==> src/rtl/if_dec_queue.sv <==
// rtl/if_dec_queue.sv - fetch-to-decode instruction queue with exception lock
module if_dec_queue #(
  parameter int DEPTH  = 4,
  parameter int ADDR_W = 40,
  parameter int INST_W = 32
) (
  input  logic                       clk,
  input  logic                       rst,
  input  logic                       flush,
  input  logic                       fetch_valid,
  input  logic [ADDR_W-1:0]          fetch_pc,
  input  logic [INST_W-1:0]          fetch_inst,
  input  logic                       fetch_xcpt_misaligned,
  input  logic                       fetch_xcpt_if,
  output logic                       fetch_ready,
  output logic                       dec_valid,
  input  logic                       dec_ready,
  output logic [ADDR_W-1:0]          dec_pc,
  output logic [INST_W-1:0]          dec_inst,
  output logic                       dec_xcpt,
  output logic [1:0]                 dec_xcpt_cause,
  output logic [$clog2(DEPTH):0]     count
);

  localparam int PTR_W = $clog2(DEPTH);
  localparam int CNT_W = PTR_W + 1;
  localparam logic [INST_W-1:0] NOP_INST = INST_W'(32'h0000_0013);

  typedef enum logic {RUN = 1'b0, LOCKED = 1'b1} lock_state_t;

  lock_state_t state_q, state_d;

  logic [ADDR_W-1:0] mem_pc    [DEPTH];
  logic [INST_W-1:0] mem_inst  [DEPTH];
  logic              mem_xcpt  [DEPTH];
  logic [1:0]        mem_cause [DEPTH];

  logic [PTR_W-1:0] wr_ptr, rd_ptr;
  logic             full, empty, xcpt_lock;
  logic             push, pop, xcpt_in;
  logic [1:0]       cause_in;

  assign full      = (count == CNT_W'(DEPTH));
  assign empty     = (count == '0);
  assign xcpt_lock = (state_q == LOCKED);

  // Ready never looks at dec_ready: a full queue refuses a push even when a pop is in flight.
  assign fetch_ready = ~full & ~xcpt_lock & ~rst;
  assign dec_valid   = ~empty;
  assign push        = fetch_valid & fetch_ready & ~flush;
  assign pop         = dec_valid & dec_ready & ~flush;

  // Misaligned wins when both fault flags are raised.
  assign xcpt_in  = fetch_xcpt_misaligned | fetch_xcpt_if;
  assign cause_in = fetch_xcpt_misaligned ? 2'b01 :
                    (fetch_xcpt_if ? 2'b10 : 2'b00);

  // Head is read straight from storage; empty queue reads as all zeros.
  assign dec_pc         = empty ? '0 : mem_pc[rd_ptr];
  assign dec_inst       = empty ? '0 : mem_inst[rd_ptr];
  assign dec_xcpt       = empty ? 1'b0 : mem_xcpt[rd_ptr];
  assign dec_xcpt_cause = empty ? 2'b00 : mem_cause[rd_ptr];

  // Entry storage; a faulting fetch is stored as a NOP so decode never sees garbage bits.
  always_ff @(posedge clk) begin
    if (push) begin
      mem_pc[wr_ptr]    <= fetch_pc;
      mem_inst[wr_ptr]  <= xcpt_in ? NOP_INST : fetch_inst;
      mem_xcpt[wr_ptr]  <= xcpt_in;
      mem_cause[wr_ptr] <= cause_in;
    end
  end

  // Pointers and occupancy; flush and reset both empty the queue and rewind to slot 0.
  always_ff @(posedge clk) begin
    if (rst || flush) begin
      wr_ptr <= '0;
      rd_ptr <= '0;
      count  <= '0;
    end else begin
      if (push) wr_ptr <= wr_ptr + 1'b1;
      if (pop)  rd_ptr <= rd_ptr + 1'b1;
      case ({push, pop})
        2'b10:   count <= count + 1'b1;
        2'b01:   count <= count - 1'b1;
        default: count <= count;
      endcase
    end
  end

  // Lock state register.
  always_ff @(posedge clk) begin
    if (rst) state_q <= RUN;
    else     state_q <= state_d;
  end

  // Lock next-state: an exception push locks, only a flush unlocks (push is already masked by flush).
  always_comb begin
    state_d = state_q;
    case (state_q)
      RUN:     if (push && xcpt_in) state_d = LOCKED;
      LOCKED:  if (flush)           state_d = RUN;
      default: state_d = RUN;
    endcase
  end

endmodule

==> config.mk <==
export PLATFORM = sky130hd
export DESIGN_NAME = if_dec_queue
export DESIGN_NICKNAME = d
export VERILOG_FILES = /design/src/rtl/if_dec_queue.sv
export SDC_FILE = /design/constraint.sdc
export NUM_CORES = 1
export LEC_CHECK = 0
export ABC_AREA = 1
export CAP_MARGIN = 20
export CORE_UTILIZATION = 55
export CTS_CLUSTER_DIAMETER = 150
export CTS_CLUSTER_SIZE = 20
export DETAILED_ROUTE_END_ITERATION = 8
export PLACE_DENSITY = 0.83
export SLEW_MARGIN = 40
export SYNTH_ARGS = -nofsm -noshare
export SYNTH_HDL_FRONTEND = slang
export SYNTH_SLANG_ARGS = --single-unit
==> constraint.sdc <==
create_clock -name clk -period 5.53 [get_ports clk]
set_clock_uncertainty 0.05 [all_clocks]
set_input_delay 0.8295 -clock clk [delete_from_list [all_inputs] [get_ports clk]]
set_output_delay 0.8295 -clock clk [all_outputs]
set_load 0.02 [all_outputs]
# Word-level counts from Yosys, hierarchy flattened
# Memory sizes are Yosys's and may differ from the RTL's. A register that Yosys moved wholly into a read port is not among the register bits.
# Cells that the tools add are included.
totals:
  ff_bits: 8
  ramBits: 300
  in_bits: 79
  output_inout_bits: 80
  word_cells: 52
  mem_count: 4
mem_list:
  columns: ["name", "depth", "width", "rd", "rd_clocked_by_memory_dff", "wr", "line_no", "text"]
  rows:
  - ["mem_pc", 4, 40, 1, 1, 1, "33", "logic [ADDR_W-1:0] mem_pc [DEPTH];"]
  - ["mem_inst", 4, 32, 1, 1, 1, "34", "logic [INST_W-1:0] mem_inst [DEPTH];"]
  - ["mem_cause", 4, 2, 1, 1, 1, "36", "logic [1:0] mem_cause [DEPTH];"]
  - ["mem_xcpt", 4, 1, 1, 1, 1, "35", "logic mem_xcpt [DEPTH];"]
classes:
  n_addsub: 4
  n_eq_ne: 3
  n_mux: 21
  n_bitwise: 12
  reduce_logical: 4
op_table:
  columns: ["operator", "count"]
  rows:
  - ["two-way mux 32 bit", 2]
  - ["two-way mux 40 bit", 1]
  - ["two-way mux 2 bit", 11]
  - ["AND 1 bit", 6]
  - ["one-hot mux 3 bit (2 select lines)", 1]
  - ["two-way mux 1 bit", 5]
  - ["NOT 1 bit", 5]
  - ["adder 2 x 1 -> 2 bit (second input constant)", 2]
  - ["adder 3 x 1 -> 3 bit (second input constant)", 1]
  - ["== test 3 bit (second input constant)", 1]
  - ["zero test 3 bit", 1]
  - ["subtractor 3 x 1 -> 3 bit (second input constant)", 1]
  - ["== test 2 x 1 -> 1 bit (second input constant)", 1]
  - ["== test 2 bit (second input constant)", 1]
  - ["one-hot mux 1 bit (2 select lines)", 1]
  - ["nonzero test 2 bit", 1]
  - ["logical AND 1 bit", 1]
  - ["logical OR 1 bit", 1]
  - ["bitwise OR 1 bit", 1]

# Depth between registers and ports, before layout
logic_depth:
  ltp_word: 9
  mapped_depth: 12
  mapped_depth_nobuf: 12

# Worst setup path before layout
# Ideal clock, no wire load.
synth_path:
  path_type: "input-to-reg"
  startpoint: "in rst"
  endpoint: "mem mem_cause[0][0] (enable)"
  setup_time_ps: 509
  arrival_ps: 4410
  required_time_ps: 4971
  setup_slack_ps: 561
  path_stages: 3
  n_path_buf: 0
  path_cell_list: "nor2_1 -> nand4_1 -> nor2_1"
synth_via:
  elab_chain_cells: 6
synth_lines:
  columns: ["element", "line_no", "text"]
  rows:
  - ["from (decl)", "8", "input logic rst,"]
  - ["NOT 1 bit", "48", "assign fetch_ready = ~full & ~xcpt_lock & ~rst;"]
  - ["AND 1 bit", "48", null]
  - ["AND 1 bit (2 in series)", "50", "assign push = fetch_valid & fetch_ready & ~flush;"]
  - ["two-way mux 1 bit", "66", "if (push) begin"]
  - ["two-way mux 1 bit (implied by the code)", "70", "mem_cause[wr_ptr] <= cause_in;"]
  - ["to (decl)", "36", null]
# Every way passes these cells.

==> results by stage <==
Status:
- The flow ran to the end, but the final reports show violations.
- The checks that failed: DRC.

STA:
- The time the worst path needs with I/O delays and setup is 4174 ps.
- The final sum of negative setup slack is 0 ps.
- Setup slack on the critical path of the routed design comes to 1356 ps.
- Of the available clock period, the critical path in the final layout requires 0.7548.
- The pin slew with the least headroom to its limit is 825.3 ps.
- The maximum clock frequency is 239.6 MHz.
- The worst-case headroom to the max-slew limit is 0.4498.
- Setup violations remaining at the end of the flow were counted as 0.
- The number of endpoints with negative hold slack in the final report is 0.
- The max-slew violation count came to 0.
- Setup repair after global routing left no endpoint under its margin.

Finish:
- The finished layout holds 1459 standard cells, fillers aside.
- The area growth from synthesis to layout is 18.68%.
- The library cell used most frequently in the layout, excluding fill and tap cells, is sky130_fd_sc_hd__nor2_1.
- With fillers left out, the area of the finished cells amounts to 14720 µm².
- The number of diodes added for antenna fixing is 0.
- The number of nets at the end of the flow is 1251.
- The library cells used most frequently in the layout, excluding fill and tap cells, are 339 x sky130_fd_sc_hd__nor2_1, 300 x sky130_fd_sc_hd__edfxtp_1, 158 x sky130_fd_sc_hd__clkdlybuf4s50_1, 100 x sky130_fd_sc_hd__o21ai_1, 81 x sky130_fd_sc_hd__a21oi_1.
- Of the cells placed in the final design, the portion with a size suffix greater than 1 is 0.03986.

Setup path:
- The delay of the slowest cell on the worst path is 810 ps.
- STA classifies the critical path startpoint as a flip-flop.
- Traced cell by cell, the critical path runs through buf_6 > nor2_1 > nor2_1 > o21ai_0 > a21oi_1 > clkdlybuf4s50_1.
- Counting both buffers and inverters, the worst setup path holds a total of 2.
- The most numerous cell type found on the critical path is sky130_fd_sc_hd__nor2_1.
- For the worst setup path, the data required time is 4650 ps.
- The critical-path cell with the highest stage delay is sky130_fd_sc_hd__dfxtp_4.
- The type of element capturing the critical path is an output port.
- For the worst setup path, the data arrival time is 3290 ps.
- The maximum fanout along the worst path is 89.
- On the critical path the largest part of the delay comes from buffers and inverters.
- The critical path is of the reg -> out type.

Synth:
- The sequential-to-total area share from yosys stat is 0.7424.
- The post-synth design cell area is 12400 µm².
- During synthesis, Yosys emitted a total of 0 warnings.
- When the netlist entered floorplanning its net count stood at 1120.
- Sorting the synthesized cells by area gives the leading types as sky130_fd_sc_hd__edfxtp_1 73%, sky130_fd_sc_hd__nor2_1 10%, sky130_fd_sc_hd__o21ai_1 4.0%, sky130_fd_sc_hd__a21oi_1 3.3%, sky130_fd_sc_hd__o21ai_0 2.1%.
- sky130_fd_sc_hd__edfxtp_1 takes more of the synthesized area than any other cell.
- Synthesis handed over a netlist of 1035 instances.
- Averaged over all synthesized cells, the footprint is 11.98 µm².
- The top cell type's share of synthesized area is 0.7262.
- Synthesis instantiated 21 different standard cells from the library.
- The register bit total from synthesis is 310.

Detailed routing:
- The final layout contains routed wiring with a total length of 26120 µm.
- The final antenna-violating net count is 0.
- The remaining routing DRC violations is 8.
- After detailed routing, the average wire length per cell comes to 17.90 µm.
- The total via count after detailed routing is 8072.
- The number of optimization iterations in the first detailed-route pass is 7.
- The detailed router's first-iteration violation count is 660.
- The number of vias per cell after detailed routing is 5.533.

Min path:
- The worst hold-check path type is reg -> reg.

GRT:
- The global-route wire length before repair is 41250 µm.
- In the global route stage, overall resource usage came out at 0.2273.
- The via count of the first global-routing pass is 8001.
- The initial antenna violation count is 2.
- Entering global routing, the biggest net connects 110 pins.
- The total overflow left after global routing is 0.

Pwr:
- IR analysis of the VDD net gives a maximum drop of 185.9 µV.
- The total power of the final layout is 0.004215 W.
- The analysis attributes to cell leakage a power of 4.994 nW.
- The total power divided by cell area is 286.3 nW/µm².

Floorplanning:
- The die width is 152.2 µm.
- After floorplanning, the core was divided into 54 placement rows.
- The effective utilization at floorplan is 0.5649.
- The die is 152.2 µm tall.
- The area inside the core boundary is 21960 µm².
- The floorplan step defined a die boundary enclosing 23160 µm².
- The count of boundary I/O pins is 159.

Clock network:
- The number of buffers inserted by post-CTS setup repair is 0.
- The clock tree buffer depth is 3.
- At the later pin of the worst-skew pair, clock insertion delay measures 510 ps.
- Gates resized during post-CTS repair numbered 0.
- The number of sinks driven by the clock tree is 310.
- The count of hold buffers inserted by post-cts repair is 0.
- The number of buffers added by the clock tree synthesis step is 19.
- The root buffer cell is sky130_fd_sc_hd__clkbuf_16.
- The post-CTS clock slew at the launch and capture registers of the worst setup and hold paths is 80 ps.
- TritonCTS built the clock tree.
- The number of H-tree levels is 1.

Placed design:
- The HPWL after detailed placement is 14590 µm.
- The count of input and output buffers is 158.
- At the placement stage, the worst setup path has a slack of 1695 ps.
- After detailed placement, the design holds a cell count of 1425.
- The final weighted congestion in routability-driven placement is 0.7428.
- Summing all placed instances gives a cell area of 14170 µm².

Run:
- The tool flagged a number of max-cap violations equal to 0.
[registers in the layout (all words and copies together) (netlist names), named ones only]
name,cells
mem_inst,128
mem_xcpt,4
mem_pc,160
count,3
state_q,1
rd_ptr,2
wr_ptr,2
mem_cause,8
[area by class of cell]
type,count,area (µm²)
flip-flops and latches,310,9216
fillers,1520,7237
multi-input cells,611,2701
repair buffers,170,1699
clock buffers,32,524.3
well taps,280,350.3
inverters,54,210.2
clock inverters,2,20.02
[path summary, 6_finish.rpt]
check,from,end,slack [ps],depth (start not counted)
worst min-delay path,state_q$_SDFF_PP0_,state_q$_SDFF_PP0_,450,2
worst max register to register,count[1]$_SDFFE_PP0P_,mem_inst[1][26]$_DFFE_PP_,2680,5
worst min register to register,state_q$_SDFF_PP0_,state_q$_SDFF_PP0_,450,2
worst max-delay path,flip-flop,dec_pc[8],1360,6
[layer usage]
| layer | up-vias | routed length, µm | global-route usage |
|---|---|---|---|
| li1 | 3844 | - | - |
| met1 | 3863 | 10340 | 0.2938 |
| met2 | 309 | 13420 | 0.4018 |
| met3 | 52 | 1665 | 0.02986 |
| met4 | 4 | 661 | 0.06997 |
| met5 | - | 27 | 0 |
[through the flow]
stage / hold slack (ps) / util
4_1_cts: 446.7 / 0.6701
5_1_grt: 499.2 / 0.6704
2_1_floorplan: 400.7 / -
6_report: 446.4 / 0.6704
3_5_place_dp: 426.9 / 0.6454
3_3_place_gp: 417.3 / 0.6446
[synthesized netlist by cell type]
library cell and n:
sky130_fd_sc_hd__buf_4 11, sky130_fd_sc_hd__buf_1 3, sky130_fd_sc_hd__nand3_1 3, sky130_fd_sc_hd__clkbuf_1 11, sky130_fd_sc_hd__nor2_1 343, sky130_fd_sc_hd__fa_1 1
sky130_fd_sc_hd__or2_2 4, sky130_fd_sc_hd__nand4_1 4, sky130_fd_sc_hd__clkinv_2 1, sky130_fd_sc_hd__inv_2 2, sky130_fd_sc_hd__buf_6 2, sky130_fd_sc_hd__nand2_1 18
sky130_fd_sc_hd__dfxtp_1 10, sky130_fd_sc_hd__ha_1 5, sky130_fd_sc_hd__buf_2 24, sky130_fd_sc_hd__a21oi_1 81, sky130_fd_sc_hd__edfxtp_1 300, sky130_fd_sc_hd__clkbuf_2 9
sky130_fd_sc_hd__inv_1 51, sky130_fd_sc_hd__o21ai_0 52, sky130_fd_sc_hd__o21ai_1 100
[worst reg2reg max path, delay by kind of cell (launching register included)]
family | cells | cell delay, ps
buffers and inverters | 1 | 570
flip-flops | 1 | 410
AND/OR/NAND/NOR | 4 | 1440
[cells by family (layout without fill, tap and decap cells)]
family,after synthesis,count (layout),synth area share
AOI/OAI and AO/OA,233,233,0.09401
buffers and inverters,114,258,0.04246
adders and majority gates,6,6,0.006657
DFF,310,310,0.7424
and+or+nand+nor,372,372,0.1145
[power breakdown]
| group | internal (W) | switching [W] |
|---|---|---|
| Clock | 0.000658 | 0.000717 |
| Combinational | 0.000105 | 0.000134 |
| Sequential | 0.00259 | 0.00000767 |
(Power assumes the default switching activity.)
